### config.mk
export PLATFORM = sky130hd
export DESIGN_NAME = video_pattern_gen
export DESIGN_NICKNAME = d
export VERILOG_FILES = /design/src/rtl/video_pattern_gen.sv
export SDC_FILE = /design/constraint.sdc
export NUM_CORES = 1
export LEC_CHECK = 0
export ABC_AREA = 1
export CAP_MARGIN = 10
export CORE_MARGIN = 1.5
export CORE_UTILIZATION = 55
export DETAILED_ROUTE_END_ITERATION = 8
export PLACE_DENSITY = 0.77
export SLEW_MARGIN = 10
export SYNTH_ARGS = -nofsm -noshare
export SYNTH_HDL_FRONTEND = slang
export SYNTH_SLANG_ARGS = --single-unit
export TNS_END_PERCENT = 20
### constraint.sdc
create_clock -name clk -period 4 [get_ports clk]
set_clock_uncertainty 0.1 [all_clocks]
set_input_delay 0.4 -clock clk [delete_from_list [all_inputs] [get_ports clk]]
set_output_delay 0.4 -clock clk [all_outputs]
set_load 0.01 [all_outputs]
### src/rtl/video_pattern_gen.sv
// Video stream source for scaler BIST. Emits do/de/hs/vs frames with programmable
// geometry, blanking and inter-pixel gaps; all outputs are registered from the FSM state.
//
//   state  | meaning
//   IDLE   | stopped, waiting for en with a valid geometry
//   VBLANK | vertical blank before each frame, vblank cycles
//   PIX    | one active pixel (de=1)
//   GAP    | empty cycles after a pixel within a line
//   HBLANK | horizontal blank between lines
module video_pattern_gen #(
    parameter int PIXEL_WIDTH = 8,
    parameter int CNT_WIDTH   = 12,
    parameter int BLANK_WIDTH = 12
) (
    input  logic                   clk,
    input  logic                   rst,
    input  logic                   en,
    input  logic [CNT_WIDTH-1:0]   cfg_w,
    input  logic [CNT_WIDTH-1:0]   cfg_h,
    input  logic [BLANK_WIDTH-1:0] cfg_hblank,
    input  logic [BLANK_WIDTH-1:0] cfg_vblank,
    input  logic [3:0]             cfg_gap,
    input  logic [1:0]             cfg_pattern,
    input  logic [PIXEL_WIDTH-1:0] cfg_const,
    output logic [PIXEL_WIDTH-1:0] do_o,
    output logic                   de_o,
    output logic                   hs_o,
    output logic                   vs_o,
    output logic                   sof_o,
    output logic                   busy_o
);

    typedef enum logic [2:0] {
        S_IDLE   = 3'd0,
        S_VBLANK = 3'd1,
        S_PIX    = 3'd2,
        S_GAP    = 3'd3,
        S_HBLANK = 3'd4
    } state_t;

    state_t                 state_q, state_d;
    logic [CNT_WIDTH-1:0]   x_q, x_d;
    logic [CNT_WIDTH-1:0]   y_q, y_d;
    logic [BLANK_WIDTH-1:0] cnt_q, cnt_d;

    logic [CNT_WIDTH-1:0]   w_q, w_d;
    logic [CNT_WIDTH-1:0]   h_q, h_d;
    logic [BLANK_WIDTH-1:0] hblank_q, hblank_d;
    logic [3:0]             gap_q, gap_d;
    logic [1:0]             pattern_q, pattern_d;
    logic [PIXEL_WIDTH-1:0] const_q, const_d;

    logic [PIXEL_WIDTH-1:0] do_q, do_d;
    logic                   de_q, de_d;
    logic                   hs_q, hs_d;
    logic                   vs_q, vs_d;
    logic                   sof_q, sof_d;
    logic                   busy_q, busy_d;

    logic                   cfg_valid;
    logic                   cfg_load;
    logic [BLANK_WIDTH-1:0] vblank_load;
    logic [BLANK_WIDTH-1:0] hblank_load;
    logic                   last_x;
    logic                   last_y;

    // Zero-length blanking is stretched to one cycle; counters hold length-1.
    assign cfg_valid   = (cfg_w != '0) && (cfg_h != '0);
    assign vblank_load = (cfg_vblank == '0) ? '0 : cfg_vblank - BLANK_WIDTH'(1);
    assign hblank_load = (hblank_q == '0) ? '0 : hblank_q - BLANK_WIDTH'(1);
    assign last_x      = (x_q == w_q - CNT_WIDTH'(1));
    assign last_y      = (y_q == h_q - CNT_WIDTH'(1));

    always_comb begin
        state_d  = state_q;
        x_d      = x_q;
        y_d      = y_q;
        cnt_d    = cnt_q;
        cfg_load = 1'b0;

        case (state_q)
            S_IDLE: begin
                if (en && cfg_valid) begin
                    state_d  = S_VBLANK;
                    cfg_load = 1'b1;
                    cnt_d    = vblank_load;
                end
            end
            S_VBLANK: begin
                if (cnt_q == '0) begin
                    state_d = S_PIX;
                    x_d     = '0;
                    y_d     = '0;
                end else begin
                    cnt_d = cnt_q - BLANK_WIDTH'(1);
                end
            end
            S_PIX: begin
                if (!last_x) begin
                    if (gap_q != 4'd0) begin
                        state_d = S_GAP;
                        cnt_d   = BLANK_WIDTH'(gap_q - 4'd1);
                    end else begin
                        x_d = x_q + CNT_WIDTH'(1);
                    end
                end else if (!last_y) begin
                    state_d = S_HBLANK;
                    cnt_d   = hblank_load;
                end else if (en && cfg_valid) begin
                    // Back-to-back frame: pick up whatever geometry is now on cfg_*.
                    state_d  = S_VBLANK;
                    cfg_load = 1'b1;
                    cnt_d    = vblank_load;
                end else begin
                    state_d = S_IDLE;
                end
            end
            S_GAP: begin
                if (cnt_q == '0) begin
                    state_d = S_PIX;
                    x_d     = x_q + CNT_WIDTH'(1);
                end else begin
                    cnt_d = cnt_q - BLANK_WIDTH'(1);
                end
            end
            S_HBLANK: begin
                if (cnt_q == '0) begin
                    state_d = S_PIX;
                    x_d     = '0;
                    y_d     = y_q + CNT_WIDTH'(1);
                end else begin
                    cnt_d = cnt_q - BLANK_WIDTH'(1);
                end
            end
            default: begin
                state_d = S_IDLE;
            end
        endcase
    end

    always_comb begin
        w_d       = w_q;
        h_d       = h_q;
        hblank_d  = hblank_q;
        gap_d     = gap_q;
        pattern_d = pattern_q;
        const_d   = const_q;
        if (cfg_load) begin
            w_d       = cfg_w;
            h_d       = cfg_h;
            hblank_d  = cfg_hblank;
            gap_d     = cfg_gap;
            pattern_d = cfg_pattern;
            const_d   = cfg_const;
        end
    end

    // Output stage follows the current state by one cycle; pattern sums are one bit
    // wider than the counters before truncation to the pixel width.
    always_comb begin
        de_d   = (state_q == S_PIX);
        hs_d   = !((state_q == S_PIX) || (state_q == S_GAP));
        vs_d   = (state_q == S_PIX) || (state_q == S_GAP) || (state_q == S_HBLANK);
        sof_d  = (state_q == S_PIX) && (x_q == '0) && (y_q == '0);
        busy_d = (state_q != S_IDLE);
        do_d   = do_q;
        if (state_q == S_PIX) begin
            case (pattern_q)
                2'd0:    do_d = PIXEL_WIDTH'({1'b0, x_q} + (CNT_WIDTH + 1)'(1));
                2'd1:    do_d = PIXEL_WIDTH'({1'b0, y_q} + (CNT_WIDTH + 1)'(1));
                2'd2:    do_d = PIXEL_WIDTH'({1'b0, x_q} + {1'b0, y_q});
                default: do_d = const_q;
            endcase
        end
    end

    always_ff @(posedge clk or posedge rst) begin
        if (rst) begin
            state_q   <= S_IDLE;
            x_q       <= '0;
            y_q       <= '0;
            cnt_q     <= '0;
            w_q       <= '0;
            h_q       <= '0;
            hblank_q  <= '0;
            gap_q     <= '0;
            pattern_q <= '0;
            const_q   <= '0;
            do_q      <= '0;
            de_q      <= 1'b0;
            hs_q      <= 1'b1;
            vs_q      <= 1'b0;
            sof_q     <= 1'b0;
            busy_q    <= 1'b0;
        end else begin
            state_q   <= state_d;
            x_q       <= x_d;
            y_q       <= y_d;
            cnt_q     <= cnt_d;
            w_q       <= w_d;
            h_q       <= h_d;
            hblank_q  <= hblank_d;
            gap_q     <= gap_d;
            pattern_q <= pattern_d;
            const_q   <= const_d;
            do_q      <= do_d;
            de_q      <= de_d;
            hs_q      <= hs_d;
            vs_q      <= vs_d;
            sof_q     <= sof_d;
            busy_q    <= busy_d;
        end
    end

    assign do_o   = do_q;
    assign de_o   = de_q;
    assign hs_o   = hs_q;
    assign vs_o   = vs_q;
    assign sof_o  = sof_q;
    assign busy_o = busy_q;

endmodule

* Yosys cells after proc, flatten, opt, wreduce, memory -nomap -nowiden
Index checks and enable logic that the tools add are counted.
** Operators by class
- Multiplexer cells :: 27
- Add/sub/neg operators :: 11
- Equal/unequal tests :: 18
- Reductions and logical operators :: 27
** Operator list (count)
- 12-bit 2-to-1 mux :: 12
- 12-bit one-hot mux with 3 select lines :: 2
- 12-bit logical NOT :: 5
- 12-bit by 1-bit subtractor with 12-bit output, second input constant :: 5
- 12-bit by 1-bit adder with 12-bit output, second input constant :: 2
- 12-bit equality test :: 2
- 12-bit one-hot mux with 2 select lines :: 1
- 8-bit one-hot mux with 3 select lines :: 1
- 12-bit nonzero test :: 2
- 8-bit by 1-bit adder with 8-bit output, second input constant :: 2
- 3-bit 2-to-1 mux :: 5
- 2-bit inequality test, second input constant :: 7
- 3-bit one-hot mux with 3 select lines :: 1
- 3-bit AND reduction :: 3
- 3-bit nonzero test :: 3
- 8-bit adder :: 1
- 3-bit by 2-bit equality test with 1-bit output, second input constant :: 2
- 5-bit AND reduction :: 1
- 4-bit by 1-bit subtractor with 5-bit output, second input constant :: 1
- 1-bit logical AND :: 4
- 1-bit 2-to-1 mux :: 4
- 2-bit by 1-bit inequality test with 1-bit output, second input constant :: 2
- 4-bit nonzero test :: 1
- 3-bit by 1-bit equality test with 1-bit output, second input constant :: 1
- other kinds (12) :: 13
** Word-level totals
- Input port bits :: 65
- Word-level logic and storage cells :: 99
- Output and inout bits :: 13
- Register bits :: 102

* Depth between registers and ports, before layout
Gate-level depths: netlist of run 1.
- Word-level depth :: 7
- Gate-level depth with buffers :: 17
- Depth with buffers taken out :: 17

* Worst setup path before layout of run 1
Ideal clock, no wire load.
- Path type :: register to register
- Start :: register h_q[0]
- End :: register pattern_q[0]
- Stages on the path, launching flop included :: 16
- Slack :: 1.628 ns
- Setup time :: 0.122 ns
- Period minus slack after synthesis :: 2.372 ns
- Buffers on the path :: 2
- Required time :: 3.778 ns
- Arrival :: 2.149 ns
- Cell sequence :: dfrtp_1 -> inv_2 -> ha_1 -> or2_1 -> nand3_1 -> nand3_1 -> nor2_1 -> nand2_1 -> nor2_1 -> nand3_2 -> o21ai_4 -> nand2_2 -> buf_6 -> buf_6 -> nor2_1 -> a21oi_2
** On the way
- Cells in the longest elaborated chain, start to end :: 5
** RTL lines
- start, declared :: RTL line 47 : logic [CNT_WIDTH-1:0] h_q, h_d;
- start signal, assigned :: RTL line 184 : h_q <= '0;
- start signal, assigned :: RTL line 201 : h_q <= h_d;
- 12-bit by 1-bit subtractor with 12-bit output :: RTL line 72 : assign last_y = (y_q == h_q - CNT_WIDTH'(1));
- 12-bit equality test :: RTL line 72
- 1-bit 2-to-1 mux :: RTL line 106 : end else if (!last_y) begin
- 1-bit 2-to-1 mux :: RTL line 99 : if (!last_x) begin
- 1-bit one-hot mux with 2 select lines :: RTL line 81 : case (state_q)
- end signal, assigned :: RTL line 204 : pattern_q <= pattern_d;
- end, declared :: RTL line 50 : logic [1:0] pattern_q, pattern_d;
Every way passes these cells.
A chain may end at the register's enable or synchronous reset.

* Final worst setup path of run 1
- Start :: register w_q[0]
- End :: register cnt_q[1]
** On the way
- Cells in the longest elaborated chain, start to end :: 4
- Elaborated cells on any way between the ends :: 6
- Those cells by class :: add/sub (1); eq/ne (2); mux (2); reduce/logical (1)
** RTL lines
- start, declared :: RTL line 46 : logic [CNT_WIDTH-1:0] w_q, w_d;
- start signal, assigned :: RTL line 200 : w_q <= w_d;
- 12-bit by 1-bit subtractor with 12-bit output * :: RTL line 71 : assign last_x = (x_q == w_q - CNT_WIDTH'(1));
- 12-bit equality test * :: RTL line 71
- 3-bit by 1-bit inequality test with 1-bit output (no source line) or 12-bit 2-to-1 mux (tied branches)
- 3-bit AND reduction (no source line) or 12-bit one-hot mux with 3 select lines (tied branches)
- end signal, assigned :: RTL line 199 : cnt_q <= cnt_d;
- end, declared :: RTL line 44 : logic [BLANK_WIDTH-1:0] cnt_q, cnt_d;
Mark *: on every way between the ends. The rest lies on a longest branch, timed or not.

==> results of run 1 <==
## per-stage QoR
stage | instances | hold slack, ns | utilization | setup WS (ns) | power, mW
4_1_cts | 1462 | 0.384 | 0.653 | 0.955 | 5.51
3_5_place_dp | 1446 | 0.367 | 0.631 | 0.970 | 4.54
2_1_floorplan | 1205 | 0.342 | - | 0.826 | 3.74
5_1_grt | 1462 | 0.410 | 0.653 | 0.594 | 6.02
3_3_place_gp | 1446 | 0.361 | 0.631 | 0.928 | 4.46
6_report | 1462 | 0.382 | 0.653 | 0.895 | 5.54
## sequential cells by signal (all words and copies together), names as in the netlist, 2 cells and up
signal     count
cnt_q         12
const_q        8
do_o           8
gap_q          4
h_q           12
hblank_q      12
pattern_q      2
state_q        3
w_q           12
x_q           12
y_q           12
## worst min-delay path by stage
stage / to / startpoint / slack, ns
global route: const_q[1] / const_q[1] / 0.41
detailed placement: const_q[4] / const_q[4] / 0.37
finish: const_q[1] / const_q[1] / 0.38
floorplan: const_q[2] / const_q[2] / 0.34
CTS: const_q[4] / const_q[4] / 0.38
global placement: const_q[2] / const_q[2] / 0.36
## cell usage in the layout (no fill, tap or decap), drive strengths merged, types with 6 or more instances in the layout
cell,count
nand3,120
ha,21
buf,9
nor3,22
o22ai,10
a21oi,61
nand2,351
or2,7
xor2,27
inv,160
clkdlybuf4s50,77
nor2,188
nand4,16
clkbuf,10
nor4,6
o21ai,57
xnor2,16
dfrtp,101
## cell usage after synthesis, drive strengths merged
cell type and n:
a21oi 61, a221oi 1, a31oi 5, and2 2, buf 16, clkbuf 9, clkinv 1, dfrtp 101
dfstp 1, fa 1, ha 21, inv 159, nand2 351, nand3 120, nand3b 3, nand4 16
nor2 188, nor3 22, nor4 6, o21ai 57, o21bai 3, o221ai 1, o22ai 10, or2 7
xnor2 16, xor2 27
## power by group through the flow
stage	registers [mW]	logic (mW)	clock network, mW
floorplan	1.74	2.00	0
global placement	1.82	2.63	0
detailed placement	1.83	2.70	0
CTS	1.82	2.72	0.974
global route	1.89	3.10	1.03
finish	1.83	2.74	0.968
## cell type report
type	count	share of cell area
Timing Repair Buffer	86	0.0938
Sequential cell	102	0.282
Clock inverter	6	0.00924
Multi-Input combinational cell	918	0.499
Tap cell	180	0.0248
Clock buffer	10	0.0252
Inverter	160	0.0665
## kinds of logic (layout without fill, tap and decap cells)
logic type / Yosys count / after routing / synth area share
AO/OA/AOI/OAI: 138 / 138 / 0.106
XOR/XNOR: 43 / 43 / 0.0481
adder cells (fa/ha/maj): 22 / 22 / 0.0361
buffers and inverters: 185 / 262 / 0.0964
flip-flops: 102 / 102 / 0.326
AND/OR/NAND/NOR: 715 / 715 / 0.388
## metal layers
layer / GRT usage / routed length, um
met1: 0.402 / 9520
met2: 0.502 / 10100
met3: 0.0548 / 1480
met4: 0.0850 / 446
met5: 0 / 0
## critical path, delay by kind of cell (launching register included)
kind	cells	cell delay, ns
buf+inv	2	0.52
fa+ha+maj	1	0.29
flops	1	0.40
simple gates	13	1.68
==> flow_summary.ini, run 1 <==
[power_and_ir_drop]
clock_power_share = 0.175
power.sequential.fraction = 0.330
ir_drop_v = 0.000329
net_sw_frac = 0.462
combinationalPowerShare = 0.495
p_sw_mw = 2.56
p_int_mw = 2.98
power_density_mw_per_mm2 = 611
p_leak_nw = 4.41

[timing]
timing.slew.headroom = 0.409
report.final.setup_viol = 0
post_route_clock_period_utilization = 0.776
setup-tns-final_ns = 0
timing.final.crit_period_ns = 3.11
grt_setup_unrepaired = no
slew_viol_final = 0
timing.fmax_mhz = 322
transition_time_at_the_pin_with_the_least_slew_margin_ns = 0.884
hold_violations = 0

[critical_path]
crit_type = flip-flop to flip-flop
cp_data_arrival_time_ns = 3.25
critical_path_required_ns = 4.15
crit_path_frequent_cell = nand2_1
timing.rr.end = cnt_q[1]
regToRegSetupSlack_ns = 0.89
critical_path.endpoint_type = flip-flop
r2r-start = w_q[0]
timing.critical_path.cells = inv_1 -> ha_1 -> nand2_1 -> nand2_1 -> nor2_1 -> nand2_1 -> nor2_1 -> nand3_1 -> nor2_2 -> nand3_1 -> nand3_1 -> nand2_1 -> inv_2 -> nand2_1 -> nor2_1 -> nor2_1
setup.worst_path.end = cnt_q[1]
crit_slowest_cell = dfrtp_1
setup.worst_path.start_class = flip-flop
logic_depth_of_the_worst_register_to_register_path = 16
worstPathMaxFanout = 15
critPathMaxStageDelay_ns = 0.40
cp-startpoint = w_q[0]

[die]
initial_core_util = 0.564
rows = 43
fp.dieArea_mm2 = 0.0150
floorplan.core_area_mm2 = 0.0139
top_level_ports = 78
die_span_y_um = 122
width_of_the_die_um = 122

[place]
gp_routability_congestion = 0.998
io_buffers = 77
place_area_mm2 = 0.00876
dpl.hpwl_mm = 16.5

[flow_run]
max-cap-violations = 0

[routing]
detailedRoute.firstIterationViolations = 733
wl_mm = 21.6
num_vias = 7993
detail-route-antenna-nets = 0
drt-wirelength-per-cell_um = 14.7
drt_first_pass_iters = 5
drc = 0
post_drt_via_cell_ratio = 5.47

[final_layout]
register_area_mm2 = 0.00255
area_growth_pct = 15.9
n_antenna_cell = 0
fillers = 1301
final_layout_size_suffix_gt1_frac = 0.0749
multiInputGateArea_mm2 = 0.00452
finalNetCount = 1364
layout.cell_area.non_filler_mm2 = 0.00907

[clock_tree]
cts_tree = yes
tritoncts_buffers = 9
clkSinkCount = 102
post-cts-setup-buffers = 0
root_buffer = clkbuf_16
cts_hold_buf = 0
htree_levels = 3
cts.path.max_buffers = 2
clock_insertion_delay_worst_skew_ns = 0.36
postCtsResizedCells = 0
worst_setup_hold_path_clk_slew_ns = 0.07

[global_routing]
initial_antenna_violation_count = 0
gr-total-overflow = 0
globalRouteTotalUtil = 0.301
grt_start_max_net_pins = 59
grt_first_pass_wirelength_mm = 35.3
number_of_global_route_vias_before_repair = 7332

[yosys]
netlist_instances = 1205
seq_area_frac_synth = 0.326
yosysUniqueCellTypes = 39
synth_area_leaders = dfrtp_1, nand2_1, nor2_1, nand3_1, inv_1
netlist.area_leader.share = 0.323
synth_warnings = 0
postSynthAreaPerCell_um2 = 6.49
synth_area_mm2 = 0.00783
yosys_register_bits = 102
synth.net_count = 1292
synth_top_area_cell = dfrtp_1

[worst_hold_path]
timing.hold.worst_path_depth = 2
hold_path.class = flip-flop to flip-flop

[outcome]
status = complete, no violations
Note: power is estimated with default switching activity, not from simulation.
==> run 2, diff against run 1 <==
==> constraint.sdc (replaced) <==
create_clock -name clk -period 3.2 [get_ports clk]
set_clock_uncertainty 0.1 [all_clocks]
set_input_delay 0.32 -clock clk [delete_from_list [all_inputs] [get_ports clk]]
set_output_delay 0.32 -clock clk [all_outputs]
set_load 0.01 [all_outputs]
==> run 2 against run 1 <==
Count of clock-buffer cells in the layout grew 1. Global-route usage increased by 0.97 points. Register-to-register slack lost 0.49 ns. Combinational power grew 27%. Maximum frequency is 11% higher. Via count fell by 0.18%. Critical path depth decreased by 1. Power up 25%. Critical path type unchanged. Largest cell class unchanged.
==> flow_summary.ini, run 2 (same netlist as run 1, synthesis figures left out) <==
[outcome]
status = complete, no violations

[global_routing]
met2_usage = 0.507
initial_antenna_violation_count = 0
top_usage_layer_grt = met2
grt_first_pass_wirelength_mm = 36.5
number_of_global_route_vias_before_repair = 7671
globalRouteTotalUtil = 0.311
gr-total-overflow = 0
grt_start_max_net_pins = 59
globalRouteMet3Util = 0.0716
gr-usage-met1 = 0.407

[critical_path]
logic_depth_of_the_worst_register_to_register_path = 15
critical_path_cell_count = 15
crit_slowest_cell = dfrtp_1
cp_data_arrival_time_ns = 2.94
setup.worst_path.start_class = flip-flop
critPathBufInv = 2
r2r-start = h_q[0]
timing.critical_path.max_delay_family = simple AND/OR/NAND/NOR gates
cp-startpoint = h_q[0]
timing.critical_path.cells = inv_2 -> ha_1 -> or2_1 -> nand2_1 -> nand2_1 -> nand3_1 -> nor2_1 -> nand2_1 -> nor2_1 -> nand3_2 -> o21ai_4 -> nand2_4 -> buf_12 -> nor2_1 -> a21oi_2
critical_path.endpoint_type = flip-flop
critPathMaxStageDelay_ns = 0.40
crit_type = flip-flop to flip-flop
critical_path_required_ns = 3.35
worstPathMaxFanout = 28

[routing]
detail-route-antenna-nets = 0
drt-wirelength-per-cell_um = 14.8
drc = 0
post_drt_via_cell_ratio = 5.43
drt_first_pass_iters = 5
num_vias = 7979
detailedRoute.firstIterationViolations = 547
wl_mm = 21.8

[final_layout]
layout.cells.most_common_list = nand2_1, nor2_1, inv_1, nand3_1, dfrtp_1
final_layout_size_suffix_gt1_frac = 0.0799
final_core_util = 0.658
most_frequent_standard_cell_in_the_layout_excluding_fill_and_tap_cells = nand2_1
n_antenna_cell = 0
area_growth_pct = 16.8
finalNetCount = 1371

[clock_tree]
cts.path.max_buffers = 2
clock_insertion_delay_worst_skew_ns = 0.36
postCtsResizedCells = 0
htree_levels = 3
cts_hold_buf = 0
cts_tree = yes
root_buffer = clkbuf_16
worst_setup_hold_path_clk_slew_ns = 0.07
post-cts-setup-buffers = 0
clkSinkCount = 102
tritoncts_buffers = 9

[die]
fp.dieArea_mm2 = 0.0150
floorplan.core_area_mm2 = 0.0139
rows = 43
top_level_ports = 78
initial_core_util = 0.564
width_of_the_die_um = 122
die_span_y_um = 122

[timing]
setup-tns-final_ns = 0
transition_time_at_the_pin_with_the_least_slew_margin_ns = 0.768
grt_setup_unrepaired = no
timing.final.crit_period_ns = 2.79
hold_violations = 0
slew_viol_final = 0
post_route_clock_period_utilization = 0.873
timing.slew.headroom = 0.484
timing.fmax_mhz = 358
report.final.setup_viol = 0

[power_and_ir_drop]
power.sequential.fraction = 0.330
p_int_mw = 3.69
combinationalPowerShare = 0.504
ir_drop_v = 0.000434
clock_power_share = 0.166
net_sw_frac = 0.467
p_leak_nw = 4.45
power_density_mw_per_mm2 = 758
p_sw_mw = 3.23

[flow_run]
max-cap-violations = 0

[worst_hold_path]
hold_path.class = input port to asynchronous set/reset pin

[place]
dpl.hpwl_mm = 16.8
io_buffers = 77
gp_routability_congestion = 0.973
run 2: final timing paths:
kind                                endpoint  slack (ns)
worst max-delay path            pattern_q[0]        0.41
worst min-delay path            hblank_q[11]        0.27
worst max register to register  pattern_q[0]        0.41
worst min register to register    const_q[1]        0.38
max in group asynchronous               hs_o        1.98
min in group clk                  const_q[1]        0.38
run 2: final cells by class:
| type | instances | area, um2 |
|---|---|---|
| flip-flops and latches | 102 | 2550 |
| clock inverters | 5 | 68.8 |
| well taps | 180 | 225 |
| fillers | 1287 | 4740 |
| repair buffers | 93 | 928 |
| multi-input cells | 918 | 4530 |
| clock buffers | 11 | 233 |
| inverters | 160 | 603 |
run 2: power by group through the flow:
stage / Sequential (mW) / Clock (mW) / Combinational, mW
CTS: 2.28 / 1.16 / 3.47
global placement: 2.30 / 0 / 3.37
finish: 2.29 / 1.15 / 3.49
detailed placement: 2.30 / 0 / 3.44
global route: 2.36 / 1.22 / 3.97
floorplan: 2.17 / 0 / 2.50
run 2: through the flow:
| step | std cells | instance area, um2 | setup WS, ns | power [mW] | hold slack, ns |
|---|---|---|---|---|---|
| 2_1_floorplan | 1205 | 7830 | 0.106 | 4.68 | 0.342 |
| 5_1_grt | 1469 | 9140 | 0.111 | 7.55 | 0.332 |
| 3_5_place_dp | 1453 | 8830 | 0.364 | 5.74 | 0.364 |
| 3_3_place_gp | 1453 | 8830 | 0.410 | 5.67 | 0.364 |
| 4_1_cts | 1469 | 9140 | 0.330 | 6.92 | 0.292 |
| 6_report | 1469 | 9140 | 0.408 | 6.92 | 0.267 |
run 2: metal layers:
layer  part of all wire  vias up
met4              0.028        0
met1               0.44     3673
met5                  0        -
met3              0.065       45
li1                   -     3989
met2               0.46      272
==> variant (config.mk and constraints of run 1) <==
The 5 states of `state_t` get a one-hot encoding in 5 bits.
--- a/src/rtl/video_pattern_gen.sv
+++ b/src/rtl/video_pattern_gen.sv
@@ -31,10 +31,10 @@
 );
 
-    typedef enum logic [2:0] {
-        S_IDLE   = 3'd0,
-        S_VBLANK = 3'd1,
-        S_PIX    = 3'd2,
-        S_GAP    = 3'd3,
-        S_HBLANK = 3'd4
+    typedef enum logic [4:0] {
+        S_IDLE   = 5'b00001,
+        S_VBLANK = 5'b00010,
+        S_PIX    = 5'b00100,
+        S_GAP    = 5'b01000,
+        S_HBLANK = 5'b10000
     } state_t;
 
Function: no difference found for any inputs over 4 cycles, from zero or initial values and one cycle with rst high; so few cycles prove little.
==> variant against run 1 <==
Wire length fell by 0.62%. Final area about the same. Worst setup slack lost 0.13 ns. First-iteration DRC count fell by 13%. Largest cell class unchanged. Synthesized cell count is 1.7% higher. Non-clock buffer count is 1 lower. Power increased by 1.3%. Final cell count increased by 1.3%. Critical path depth is 1 lower. Sequential cell count grew 2. Count of clock-buffer cells in the layout stayed put. Area after synthesis is 0.13% lower.
==> variant: results (changes against run 1) <==
Syn Nets 1308 (+1.2%); clock tree buffer depth 2 (unchanged); dpl cell area 8740 um^2 (-0.19%); CP Max Fanout 84 (+69); top cells by area, synth dfrtp_1, nand2_1, nor2_1; Post-Syn Area per Cell 6.38 um^2 (-1.8%); Post-synth ARST share 100% (unchanged); clock slew at reported path FFs 0.07 ns (about the same); pin count of the biggest net entering global routing 85 (+44%); XOR/XNOR Fraction of Synth Area 4.37% (-0.44 points); compound-cell area share of the yosys netlist 9.00% (-1.6 points); fillers 1344 (+3.3%); placed cell count 1465 (+1.3%); GR Util All Layers 30.2% (+0.13 points); worst-skew pair later-pin latency 0.36 ns (about the same); Clock Tree Root clkbuf_16; Max VDD drop 0.000322 V (-2.2%); Hold WC Path Type in -> async; DR WL/cell 14.5 um (-1.9%); hold_ws 0.373 ns (-0.00892 ns); top_reg_cell synth dfrtp_1; Yosys cell types 42 (+7.7%); Warnings, synthesis 0 (unchanged); total wire length 21400 um (-0.62%); CP max-delay cell nand2_4; largest stage delay on the critical path 0.53 ns (+0.13 ns); R2R depth 15 (-1); CP arrival 3.35 ns (+0.10 ns); mux share of post-synthesis cell area 0% (unchanged); Post-CTS Resized 0 (unchanged); Crit Path Class reg -> reg; Synth top cells by count nand2_1, nor2_1, inv_1, nand3_1, dfrtp_1; met3 Usage GRT 4.93% (-0.56 points); status completed; DR iter-0 viols 638 (-13%); R2R Path End w_q[5]; hpwl dp 16400 um (-0.20%); Post-Place Worst Slack 0.803 ns (-0.167 ns); initial antenna violation count 0 (unchanged); ratio of cells with drive above 1 in the final layout 5.15% (-2.3 points); Slew @ Worst Pin 0.893 ns (+0.00907 ns); Vias/cell 5.35 (-2.1%); GP Congestion 0.946 (-5.3%); antenna cells 0 (unchanged); Seq/Total Area, Yosys 33.3% (+0.70 points); Final #Nets 1379 (+1.1%); PortBufs 77 (unchanged); met1 Use GR 39.9% (-0.35 points); cts bufs inserted 9 (unchanged); met2 usage 49.9% (-0.28 points); FF-to-FF setup slack 0.77 ns (-0.13 ns); adder-cell share of the synthesized area 2.98% (-0.64 points); Final WS setup 0.765 ns (-0.129 ns); family with the most delay on the worst path simple AND/OR/NAND/NOR gates; Leakage 4.53 nW (+2.5%); vias in the first global route 7278 (-0.74%); first-pass GRT wire length 35300 um (-0.14%)
variant: changes by cell type in the layout (fill, tap and decap cells not counted), moves of 5 or more:
cell / delta
a21oi_1: +23
a21oi_2: -21
o21ai_0: -5
nand2_1: +14
nand3_1: -6
nor2_2: -8
inv_2: -7
nor2_1: +28
o22ai_1: -6
o21ai_1: -8
variant: area by class of cell:
cell class                      count  area (um^2)  share of cell area, %
Clock buffer                       10          229                   2.53
Clock inverter                      6         91.3                   1.01
Inverter                          157          592                   6.53
Multi-Input combinational cell    939         4470                   49.4
Sequential cell                   104         2610                   28.8
Tap cell                          180          225                   2.49
Timing Repair Buffer               85          843                   9.31
variant: layer usage:
layer  up-vias  share of wire, %
li1       4036                 -
met1      3601                45
met2       245                47
met3        47               4.8
met4         0               2.8
met5         -                 0
variant: power by group:
group / switching [mW] / total, mW / internal, mW
Sequential: 0.388 / 1.85 / 1.46
Clock: 0.426 / 0.978 / 0.552
Combinational: 1.79 / 2.79 / 1.00
